--- config.mk ---
export PLATFORM = sky130hd
export DESIGN_NAME = pipe_mem_stage
export DESIGN_NICKNAME = d
export VERILOG_FILES = /design/src/rtl/pipe_mem_stage.sv
export SDC_FILE = /design/constraint.sdc
export NUM_CORES = 1
export LEC_CHECK = 0
export ABC_AREA = 0
export CORE_ASPECT_RATIO = 1.4
export CORE_MARGIN = 5
export CORE_UTILIZATION = 38
export DETAILED_ROUTE_END_ITERATION = 16
export PLACE_DENSITY = 0.75
export SETUP_SLACK_MARGIN = 0.02
export SYNTH_ARGS = -nofsm -noshare
export SYNTH_HDL_FRONTEND = slang
export SYNTH_SLANG_ARGS = --single-unit
--- constraint.sdc ---
create_clock -name clock -period 2.7 [get_ports clock]
set_input_delay 0.54 -clock clock [delete_from_list [all_inputs] [get_ports clock]]
set_output_delay 0.54 -clock clock [all_outputs]
set_load 0.005 [all_outputs]
--- src/rtl/pipe_mem_stage.sv ---
// MEM stage of the 5-stage pipeline: EXE/MEM slot register plus a request/ready
// handshake to data memory that stalls upstream stages while an access is outstanding.
module pipe_mem_stage #(
  parameter int unsigned TIMEOUT   = 16,
  parameter bit          ALIGN_CHK = 1'b1
) (
  input  logic        clock,
  input  logic        resetn,
  input  logic [31:0] EXE_alu,
  input  logic [31:0] EXE_b,
  input  logic [4:0]  EXE_reg_w_num,
  input  logic        EXE_wreg,
  input  logic        EXE_m2reg,
  input  logic        EXE_wmem,
  input  logic        EXE_valid,
  input  logic        mem_ready,
  input  logic [31:0] mem_rdata,
  output logic        mem_req,
  output logic        mem_we,
  output logic [31:0] mem_addr,
  output logic [31:0] mem_wdata,
  output logic        MEM_stall,
  output logic        MEM_valid,
  output logic [31:0] MEM_alu,
  output logic [31:0] MEM_mdata,
  output logic [4:0]  MEM_reg_w_num,
  output logic        MEM_wreg,
  output logic        MEM_m2reg,
  output logic        MEM_bus_err
);

  typedef enum logic {IDLE = 1'b0, ACCESS = 1'b1} state_e;

  localparam logic [7:0] TIMEOUT_LAST = 8'(TIMEOUT - 1);

  state_e      state_q, state_d;
  logic        valid_q, valid_d;
  logic [31:0] alu_q, alu_d;
  logic [31:0] b_q, b_d;
  logic [4:0]  rd_q, rd_d;
  logic        wreg_q, wreg_d;
  logic        m2reg_q, m2reg_d;
  logic        wmem_q, wmem_d;
  logic [31:0] mdata_q, mdata_d;
  logic        err_q, err_d;
  logic [7:0]  cnt_q, cnt_d;

  // State and slot registers
  always_ff @(posedge clock or negedge resetn) begin
    if (!resetn) begin
      state_q <= IDLE;
      valid_q <= 1'b0;
      alu_q   <= 32'h0;
      b_q     <= 32'h0;
      rd_q    <= 5'd0;
      wreg_q  <= 1'b0;
      m2reg_q <= 1'b0;
      wmem_q  <= 1'b0;
      mdata_q <= 32'h0;
      err_q   <= 1'b0;
      cnt_q   <= 8'd0;
    end else begin
      state_q <= state_d;
      valid_q <= valid_d;
      alu_q   <= alu_d;
      b_q     <= b_d;
      rd_q    <= rd_d;
      wreg_q  <= wreg_d;
      m2reg_q <= m2reg_d;
      wmem_q  <= wmem_d;
      mdata_q <= mdata_d;
      err_q   <= err_d;
      cnt_q   <= cnt_d;
    end
  end

  // Next-state and slot update: capture in IDLE, hold and count in ACCESS
  always_comb begin
    state_d = state_q;
    valid_d = valid_q;
    alu_d   = alu_q;
    b_d     = b_q;
    rd_d    = rd_q;
    wreg_d  = wreg_q;
    m2reg_d = m2reg_q;
    wmem_d  = wmem_q;
    mdata_d = mdata_q;
    err_d   = err_q;
    cnt_d   = cnt_q;
    case (state_q)
      IDLE: begin
        valid_d = EXE_valid;
        alu_d   = EXE_alu;
        b_d     = EXE_b;
        rd_d    = EXE_reg_w_num;
        wreg_d  = EXE_wreg;
        m2reg_d = EXE_m2reg;
        wmem_d  = EXE_wmem;
        mdata_d = 32'h0;
        err_d   = 1'b0;
        if (EXE_valid && (EXE_m2reg || EXE_wmem)) begin
          // A misaligned word access is rejected without ever touching memory
          if (ALIGN_CHK && (EXE_alu[1:0] != 2'b00)) begin
            err_d = 1'b1;
          end else begin
            state_d = ACCESS;
            cnt_d   = 8'd0;
          end
        end else begin
          state_d = IDLE;
        end
      end
      ACCESS: begin
        // Completion wins over timeout when both land in the same cycle
        if (mem_ready) begin
          state_d = IDLE;
          mdata_d = m2reg_q ? mem_rdata : 32'h0;
        end else if (cnt_q == TIMEOUT_LAST) begin
          state_d = IDLE;
          err_d   = 1'b1;
        end else begin
          cnt_d = cnt_q + 8'd1;
        end
      end
      default: begin
        state_d = IDLE;
      end
    endcase
  end

  assign mem_req       = (state_q == ACCESS);
  assign mem_we        = (state_q == ACCESS) & wmem_q;
  assign mem_addr      = alu_q;
  assign mem_wdata     = b_q;
  assign MEM_stall     = (state_q == ACCESS);
  assign MEM_valid     = valid_q & (state_q == IDLE);
  assign MEM_alu       = alu_q;
  assign MEM_mdata     = mdata_q;
  assign MEM_reg_w_num = rd_q;
  assign MEM_wreg      = wreg_q & ~err_q;
  assign MEM_m2reg     = m2reg_q;
  assign MEM_bus_err   = err_q;

endmodule
==> flow_metrics.py <==
metrics = {
    "sta": {
        "rsz0062_at_grt": "false",
        "setup_violations": 0,
        "hold_viol": 0,
        "finalCritPeriodShare": 0.850,
        "worst_pin_slew_ps": 722,
        "finalCriticalPeriod_ps": 2300,
        "setup_ws_ps": 405,
        "slew_violations": 0,
        "skew_ps": 10.7,
        "fmax_mhz": 436,
        "fin_setup_tns_ps": 0,
        "slew_headroom": 0.518,
    },
    "finish": {
        "antennaDiodeCount": 0,
        "fillers": 887,
        "final_cell_mix": "246 x clkdlybuf4s50_1, 114 x dfrtp_1, 75 x mux2_2",
        "drive_gt1_frac": 0.220,
        "fin_area_um2": 7690,
        "register_area_um2": 2880,
        "syn2layout_area_growth_pct": 66.4,
        "layout_commonest_cell": "clkdlybuf4s50_1",
        "multi_input_area_um2": 1410,
        "nNetsFinal": 647,
    },
    "critical_path": {
        "critPathCaptureType": "primary output",
        "arrival_ps": 1760,
        "reg2reg_from": "MEM_stall",
        "slowest_delay_ps": 660,
        "path_class": "flop to primary output",
        "slowest_stage": "dfrtp_4",
        "critical_path.max_fanout": 33,
        "required_ps": 2160,
        "reg2regPathDepth": 2,
        "r2r_end": "MEM_alu[28]",
        "setup.worst_path.end": "mem_we",
        "startpoint": "MEM_stall",
        "worstPathCellList": "and2_1 -> clkdlybuf4s50_1",
        "ff2ff_setup_slack_ps": 810,
        "startpoint_type": "flop",
    },
    "floorplanning": {
        "start_util": 0.389,
        "die_area_um2": 14500,
        "boundaryPins": 248,
        "coreArea_um2": 11900,
        "num_rows": 47,
        "die_x_um": 103,
        "die_height_um": 140,
    },
    "place": {
        "dpl_worst_slack_ps": 467,
        "gp_congestion": 0.797,
        "numPortBuffers": 247,
        "dp_hpwl_um": 9790,
        "placed_area_um2": 7020,
    },
    "pwr": {
        "power_mw": 5.28,
        "p_per_area_nw_per_um2": 687,
        "p_leak_nw": 3.22,
        "ir_worst_vdd_v": 0.000445,
    },
    "grt": {
        "grt_max_degree": 64,
        "grt_overflow": 0,
        "grt_pass1_vias": 3759,
        "grt_use_total": 0.178,
        "antenna_found_initial": 0,
        "grt_pass1_wl_um": 19900,
    },
    "clock_network": {
        "clkTransAtPathRegs_ps": 50,
        "cts_buffer_depth": 2,
        "cts_sinks": 115,
        "root_buffer": "clkbuf_16",
        "htree_num_levels": 4,
        "ctsResizeCount": 0,
        "clk_latency_ps": 400,
        "hold_buffers": 0,
        "cts_tree": "yes",
        "post_cts_buffers": 0,
        "cts_buffers": 17,
    },
    "routing": {
        "drt_iter0_drc": 78,
        "first_pass_iters": 4,
        "ant_nets": 0,
        "vias": 3409,
        "detail_route.wl_per_cell_um": 18.4,
        "drc": 0,
        "wirelength_um": 12900,
        "vias_per_cell": 4.88,
    },
    "synth": {
        "ys_seq_area_frac": 0.623,
        "synth-seq-cells": 115,
        "synthesis.nets": 425,
        "synth_cells": 316,
        "ys_types": 30,
        "yosysWarnings": 0,
        "synth_area_um2": 4620,
        "syn_area_per_cell_um2": 14.6,
        "async_flop_share": 1.00,
        "synth_edf_count": 0,
        "synthFlopType": "dfrtp_1",
    },
    "run": {
        "cap_violations": 0,
    },
    "hold_path": {
        "hold_class": "input pin to asynchronous set/reset pin",
    },
    "run_status": {
        "status": "complete, no violations",
    },
}
flip-flops by register name (all words and copies together) (netlist names), 5 cells and up:
register / flops
MEM_alu: 32
mem_wdata: 32
MEM_reg_w_num: 5
MEM_mdata: 32
cnt_q: 8
cell usage after synthesis, drive strengths merged (2+ instances only):
cell | count | area share
nand3 | 3 | 0.0032
nor2 | 4 | 0.0038
clkbuf | 8 | 0.0065
nand2 | 3 | 0.0024
inv | 4 | 0.0032
a22o | 38 | 0.072
nor2b | 3 | 0.0041
o21ai | 4 | 0.0051
nor4 | 2 | 0.0027
mux2 | 76 | 0.19
buf | 42 | 0.063
o31ai | 2 | 0.0032
and3 | 2 | 0.0027
dfrtp | 115 | 0.62
worst min path at each step:
stage / startpoint / to / slack [ps] / cells past startpoint
2_1_floorplan: resetn / MEM_alu[0] / 240 / 0
6_report: resetn / MEM_mdata[22] / 90 / 1
4_1_cts: resetn / MEM_mdata[22] / 90 / 1
5_1_grt: resetn / MEM_mdata[23] / 110 / 1
3_5_place_dp: MEM_mdata[19] / MEM_mdata[19] / 490 / 1
3_3_place_gp: MEM_mdata[10] / MEM_mdata[10] / 490 / 1
critical path, delay by kind of cell (launching register included):
family                 cells  cell delay [ps]
and+or+nand+nor            1              190
DFF                        1              660
buffers and inverters      1              500
power by group:
group	total [mW]	internal, mW	switching (mW)
Sequential	1.97	1.86	0.102
Combinational	0.797	0.552	0.245
Clock	2.52	1.76	0.765
Total	5.28	4.17	1.11
cells by family (layout without fill, tap and decap cells):
group           count (synthesis)  count (layout)  synth area share
flops                         115             115             0.623
mux                            77              77             0.188
buf+inv                        54             289            0.0725
compound gates                 46              46            0.0855
simple gates                   23              23            0.0284
fa+ha+maj                       1               1           0.00271
routing by layer:
metal | vias to the layer above | wire length (um) | global-route usage
met5 | - | 0 | 0
met2 | 167 | 6900 | 0.313
li1 | 1548 | - | -
met3 | 16 | 1260 | 0.0682
met1 | 1678 | 4460 | 0.186
met4 | 0 | 244 | 0.0696
metrics by stage:
stage          std cells  hold WS, ps   util
2_1_floorplan        316          244      -
3_3_place_gp         666          487  0.591
3_5_place_dp         666          490  0.591
4_1_cts              698         91.3  0.648
5_1_grt              698          111  0.648
6_report             698         90.5  0.648
area by class of cell:
class | count | share of cell area
clock inverters | 13 | 0.0299
clock buffers | 19 | 0.0576
multi-input cells | 147 | 0.183
repair buffers | 253 | 0.329
well taps | 147 | 0.0239
inverters | 4 | 0.00195
flip-flops and latches | 115 | 0.375
(Power assumes the default switching activity.)
==> RTL change 1 (same settings) <==
Reset style: synchronous (`resetn`), changed in one clocked block.
--- a/src/rtl/pipe_mem_stage.sv
+++ b/src/rtl/pipe_mem_stage.sv
@@ -46,7 +46,7 @@
   logic [7:0]  cnt_q, cnt_d;
 
   // State and slot registers
-  always_ff @(posedge clock or negedge resetn) begin
+  always_ff @(posedge clock) begin
     if (!resetn) begin
       state_q <= IDLE;
       valid_q <= 1'b0;
Function: differs if resetn is asserted again (counterexample within 4 cycles, from zero or initial values and one cycle with resetn low); with resetn held inactive, the same outputs for 10 cycles.
==> RTL change 1 against the unedited design <==
- sequential share of layout area decreased by 7.1 points
- routed wire length increased by 3.1%
- sequential power decreased by 8%
- total power decreased by 12%
- clock skew decreased by 0.0047 ns
- final area decreased by 1.3%
- register-to-register slack improved by 0.06 ns
- final cell count increased by 17%
- combinational power decreased by 34%
- sequential cell count unchanged
- clock power decreased by 9.1%
- setup slack got worse by 0.065 ns
- via count increased by 13%
- synthesized area increased by 0.70%
- critical path type unchanged
- largest cell class is now buffers
- largest power group unchanged
==> RTL change 1: results (changes against the unedited design) <==
- The switching share of total power was 20.7% (was 21.0%).
- The fraction of met2 tracks used by global routing was 32.1% (was 31.3%).
- The total half-perimeter wirelength after legalization and detailed placement came to 9670 microns (was 9790 microns).
- The via count of the first global-routing pass is 4,061 (was 3,759).
- The overall via count from detail_route is 3,846 (was 3,409).
- The maximum number of pins on one net before global-route repair was 63 (was 64).
- The length in cells of the worst reg-to-reg path is 4 (was 2).
- The number of unique standard cell types used by synthesis is 32 (was 30).
- The total instance count after detailed placement is 784 (was 666).
- The area share of fa/ha/maj cells after synthesis came to 0.269% (was 0.271%).
- The post-synthesis net count is 556 (was 425).
- The multiplexer area fraction after synthesis is 15.7% (was 18.8%).
- Synth top area cells: sky130_fd_sc_hd__dfxtp_1 (49%), sky130_fd_sc_hd__mux2i_1 (16%), sky130_fd_sc_hd__nor2b_1 (15%), sky130_fd_sc_hd__buf_4 (5.3%), sky130_fd_sc_hd__a22oi_1 (5.2%) (was sky130_fd_sc_hd__dfrtp_1 (62%), sky130_fd_sc_hd__mux2_2 (18%), sky130_fd_sc_hd__a22o_1 (7.2%), sky130_fd_sc_hd__buf_4 (5.4%), sky130_fd_sc_hd__buf_2 (0.76%)).
- The cell leakage power is 2.68 nW (was 3.22 nW).
- The flop-to-flop setup slack is 0.87 ns (was 0.81 ns).
- The proportion of layout cells with a drive suffix above 1 is 6.29% (was 22.0%).
- The largest clock skew in the final design was 0.00597 ns (was 0.0107 ns).
- The average detailed-routed wire length per instance is 16.3 microns (was 18.4 microns).
- The worst flop-to-flop path endpoint is cnt_q[6]$_SDFFE_PN0P_ (was MEM_alu[28]$_DFFE_PN0N_).
- The worst path arrival time is 1.82 ns (was 1.76 ns).
- Most frequent cells after synthesis: sky130_fd_sc_hd__dfxtp_1 (115), sky130_fd_sc_hd__nor2b_1 (109), sky130_fd_sc_hd__mux2i_1 (73) (was sky130_fd_sc_hd__dfrtp_1 (115), sky130_fd_sc_hd__mux2_2 (75), sky130_fd_sc_hd__a22o_1 (38)).
- The critical-path cell with the highest stage delay is sky130_fd_sc_hd__dfxtp_4 (was sky130_fd_sc_hd__dfrtp_4).
- The first-pass GRT wire length is 20,800 microns (was 19,900 microns).
- The routability-driven placement congestion ratio is 0.772 (was 0.797).
- Status: finished clean (unchanged).
- The worst vdd rail ir drop is 0.396 mV (was 0.445 mV).
- The number of cells in the finished layout apart from fillers is 815 (was 698).
- The all-layer global routing usage is 17.5% (was 17.8%).
RTL change 1: kinds of logic after synthesis:
kind of cell	after synthesis
AND/OR/NAND/NOR	145
flip-flops	115
multiplexers	73
buffers and inverters	65
AO/OA/AOI/OAI	48
adder cells (fa/ha/maj)	1
RTL change 1: layer usage:
| layer | part of all wire [%] | vias up | wire [microns] |
|---|---|---|---|
| met5 | 0 | - | 0 |
| met4 | 1.7 | 0 | 231 |
| met3 | 7.8 | 18 | 1040 |
| met2 | 54 | 168 | 7160 |
| met1 | 36 | 1761 | 4830 |
| li1 | - | 1899 | - |
RTL change 1: worst max-delay path, delay by kind of cell, from the launching register on:
| kind | cells | cell delay [ns] |
|---|---|---|
| DFF | 1 | 0.65 |
| buffers and inverters | 1 | 0.53 |
| and+or+nand+nor | 1 | 0.23 |
RTL change 1: power by group through the flow:
stage | registers, W | clock network [W] | logic (W)
after floorplan | 0.00185 | 0 | 0.000190
after global placement | 0.00185 | 0 | 0.000521
after detailed placement | 0.00185 | 0 | 0.000531
after CTS | 0.00182 | 0.00235 | 0.000533
after global routing | 0.00183 | 0.00242 | 0.000563
final | 0.00182 | 0.00229 | 0.000525
RTL change 1: worst min path at each step:
stage	slack, ns	cells past startpoint	end
after floorplan	0.44	1	cnt_q[3]$_SDFFE_PN0P_
after CTS	0.45	3	cnt_q[6]$_SDFFE_PN0P_
after detailed placement	0.49	1	cnt_q[3]$_SDFFE_PN0P_
after global placement	0.46	1	cnt_q[3]$_SDFFE_PN0P_
final	0.47	3	cnt_q[6]$_SDFFE_PN0P_
after global routing	0.47	3	cnt_q[6]$_SDFFE_PN0P_
RTL change 1: through the flow:
stage,instance area [sq um],worst slack [ns]
2_1_floorplan,4650,1.11
3_3_place_gp,6980,0.475
3_5_place_dp,6980,0.411
4_1_cts,7590,0.322
5_1_grt,7590,0.274
6_report,7590,0.340
RTL change 1: layout make-up:
type	count	area, sq um
clock inverter	9	126
timing repair buffer	253	2510
tap	147	184
sequential	115	2310
inverter	2	7.51
clock buffer	22	484
multi-input combinational	267	1970
fill	1004	4340
==> RTL change 2 (config.mk and constraints unchanged) <==
Made on the original files. Change the parameter `ALIGN_CHK` from 1'b1 to 1'b0.
--- a/src/rtl/pipe_mem_stage.sv
+++ b/src/rtl/pipe_mem_stage.sv
@@ -2,7 +2,7 @@
 // handshake to data memory that stalls upstream stages while an access is outstanding.
 module pipe_mem_stage #(
   parameter int unsigned TIMEOUT   = 16,
-  parameter bit          ALIGN_CHK = 1'b1
+  parameter bit          ALIGN_CHK = 1'b0
 ) (
   input  logic        clock,
   input  logic        resetn,
Check against the original RTL: not equivalent (Yosys sat finds a counterexample within 4 cycles, from zero or initial values and one cycle with resetn low).
==> RTL change 2 against the unedited design <==
- sequential cell count did not move
- worst hold slack improved by 0.11 ns
- final area fell by 0.96%
- routed wire length fell by 3.1%
- setup slack improved by 0.074 ns
- synthesized area barely moved
- final cell count fell by 0.29%
- clock skew fell by 0.0045 ns
- count of clock-buffer cells in the layout rose by 4
- clock power fell by 9.5%
- die area barely moved
- total power rose by 6.9%
- register-to-register slack improved by 0.02 ns
- critical path type unchanged
- critical endpoint unchanged
- highest routed layer unchanged
==> RTL change 2: results (changes against the unedited design) <==
- Status: finished clean (unchanged).
- The routability-driven placement congestion ratio came to 0.818 (was 0.797).
- The compound-gate portion of the synthesized area came to 8.64% (was 8.55%).
- The largest fanout on the critical path was 23 (was 33).
- The worst setup slack before clock tree synthesis was 0.687 ns (was 0.467 ns).
- The number of antenna repair diodes is 0 (unchanged).
- The first-pass GRT wire length is 19,500 microns (was 19,900 microns).
- The worst path arrival time is 1.68 ns (was 1.76 ns).
- The number of cells in the finished layout apart from fillers is 696 (was 698).
- The area share of fa/ha/maj cells after synthesis came to 0.271% (about the same).
- The maximum number of pins on one net before global-route repair came to 61 (was 64).
- The count of nets after finishing is 645 (was 647).
- The total half-perimeter wirelength after legalization and detailed placement is 9570 microns (was 9790 microns).
- The largest stage delay on the critical path is 0.60 ns (was 0.66 ns).
- Most frequent cells after synthesis: sky130_fd_sc_hd__dfrtp_1 (115), sky130_fd_sc_hd__mux2_2 (73), sky130_fd_sc_hd__a22o_1 (34) (was sky130_fd_sc_hd__dfrtp_1 (115), sky130_fd_sc_hd__mux2_2 (75), sky130_fd_sc_hd__a22o_1 (38)).
- The cell leakage power was 3.23 nW (was 3.22 nW).
- The overall via count from detail_route is 3,379 (was 3,409).
- The gate count of the mapped netlist is 314 (was 316).
- The post-synthesis net count was 423 (was 425).
- The measured slew at the worst slew-check pin is 0.729 ns (was 0.722 ns).
- The proportion of layout cells with a drive suffix above 1 is 21.5% (was 22.0%).
- The via count of the first global-routing pass is 3,741 (was 3,759).
- The multiplexer area fraction after synthesis came to 18.0% (was 18.8%).
- Synth top area cells: sky130_fd_sc_hd__dfrtp_1 (62%), sky130_fd_sc_hd__mux2_2 (18%), sky130_fd_sc_hd__a22o_1 (6.4%), sky130_fd_sc_hd__buf_4 (5.4%), sky130_fd_sc_hd__clkbuf_1 (1.2%) (was sky130_fd_sc_hd__dfrtp_1 (62%), sky130_fd_sc_hd__mux2_2 (18%), sky130_fd_sc_hd__a22o_1 (7.2%), sky130_fd_sc_hd__buf_4 (5.4%), sky130_fd_sc_hd__buf_2 (0.76%)).
- The violation count after the first detailed-routing iteration is 94 (was 78).
- The all-layer global routing usage came to 17.4% (was 17.8%).
- The total instance count after detailed placement is 664 (was 666).
- The sequential share of the synthesized area came to 62.3% (about the same).
- The number of gates given a new drive strength after cts is 0 (unchanged).
- The final wirelength is 12,500 microns (was 12,900 microns).
- The worst vdd rail ir drop is 0.442 mV (was 0.445 mV).
- The largest clock skew in the final design is 0.00620 ns (was 0.0107 ns).
- The total of fill cells in the finished design is 902 (was 887).
- The worst setup path startpoint was MEM_stall$_DFF_PN0_ (unchanged).
- The number of unique standard cell types used by synthesis is 33 (was 30).
-- RTL change 2: cell count changes after synthesis, sizes merged, moves of 2 or more --
cell / unedited run / this run
clkbuf: 8 / 17
nand3: 3 / 6
nor2: 4 / 1
a22o: 38 / 34
inv: 4 / 2
buf: 42 / 33
mux2: 76 / 73
nor4: 2 / 0
-- RTL change 2: stage by stage --
stage          instance area [sq um]  total power, W
4_1_cts                         7620         0.00573
3_5_place_dp                    7000         0.00342
6_report                        7620         0.00565
3_3_place_gp                    7000         0.00337
2_1_floorplan                   4620         0.00263
5_1_grt                         7620         0.00593
-- RTL change 2: path summary, 6_finish.rpt --
kind,endpoint,slack [ns],cells after the start
hold / removal,MEM_mdata[0]$_DFFE_PN0P_,0.20,1
setup reg to reg,MEM_mdata[28]$_DFFE_PN0P_,0.83,4
setup / recovery,mem_we,0.48,2
max in group asynchronous,MEM_stall$_DFF_PN0_,1.69,2
hold reg to reg,mem_wdata[14]$_DFFE_PN0N_,0.50,1
min in group clock,mem_wdata[14]$_DFFE_PN0N_,0.50,1
-- RTL change 2: layer usage --
metal	share of wire (%)	wire (microns)	up-vias	track usage, %
met5	0	0	-	0
met4	2.2	280	0	6.41
met3	10	1270	20	7.36
met2	55	6840	161	31.3
met1	33	4080	1657	17.3
li1	-	-	1541	-
-- RTL change 2: power breakdown --
part           switching [W]  total [W]  internal, W
logic               0.000379    0.00124     0.000860
clock network       0.000738    0.00228      0.00154
registers           0.000168    0.00213      0.00196
-- RTL change 2: area by class of cell --
| type | count | share of cell area (%) |
|---|---|---|
| flip-flops and latches | 115 | 37.8 |
| repair buffers | 253 | 33.2 |
| multi-input cells | 147 | 18.4 |
| clock buffers | 23 | 6.40 |
| well taps | 147 | 2.41 |
| clock inverters | 9 | 1.66 |
| inverters | 2 | 0.0985 |
-- RTL change 2: logic make-up after synthesis --
logic type / after synthesis
compound gates: 46
fa+ha+maj: 1
buf+inv: 52
flops: 115
mux: 74
simple gates: 26
-- RTL change 2: critical path, delay by kind of cell, from the launching register on --
family	cells	cell delay, ns
flip-flops	1	0.60
buffers and inverters	1	0.49
AND/OR/NAND/NOR	1	0.18
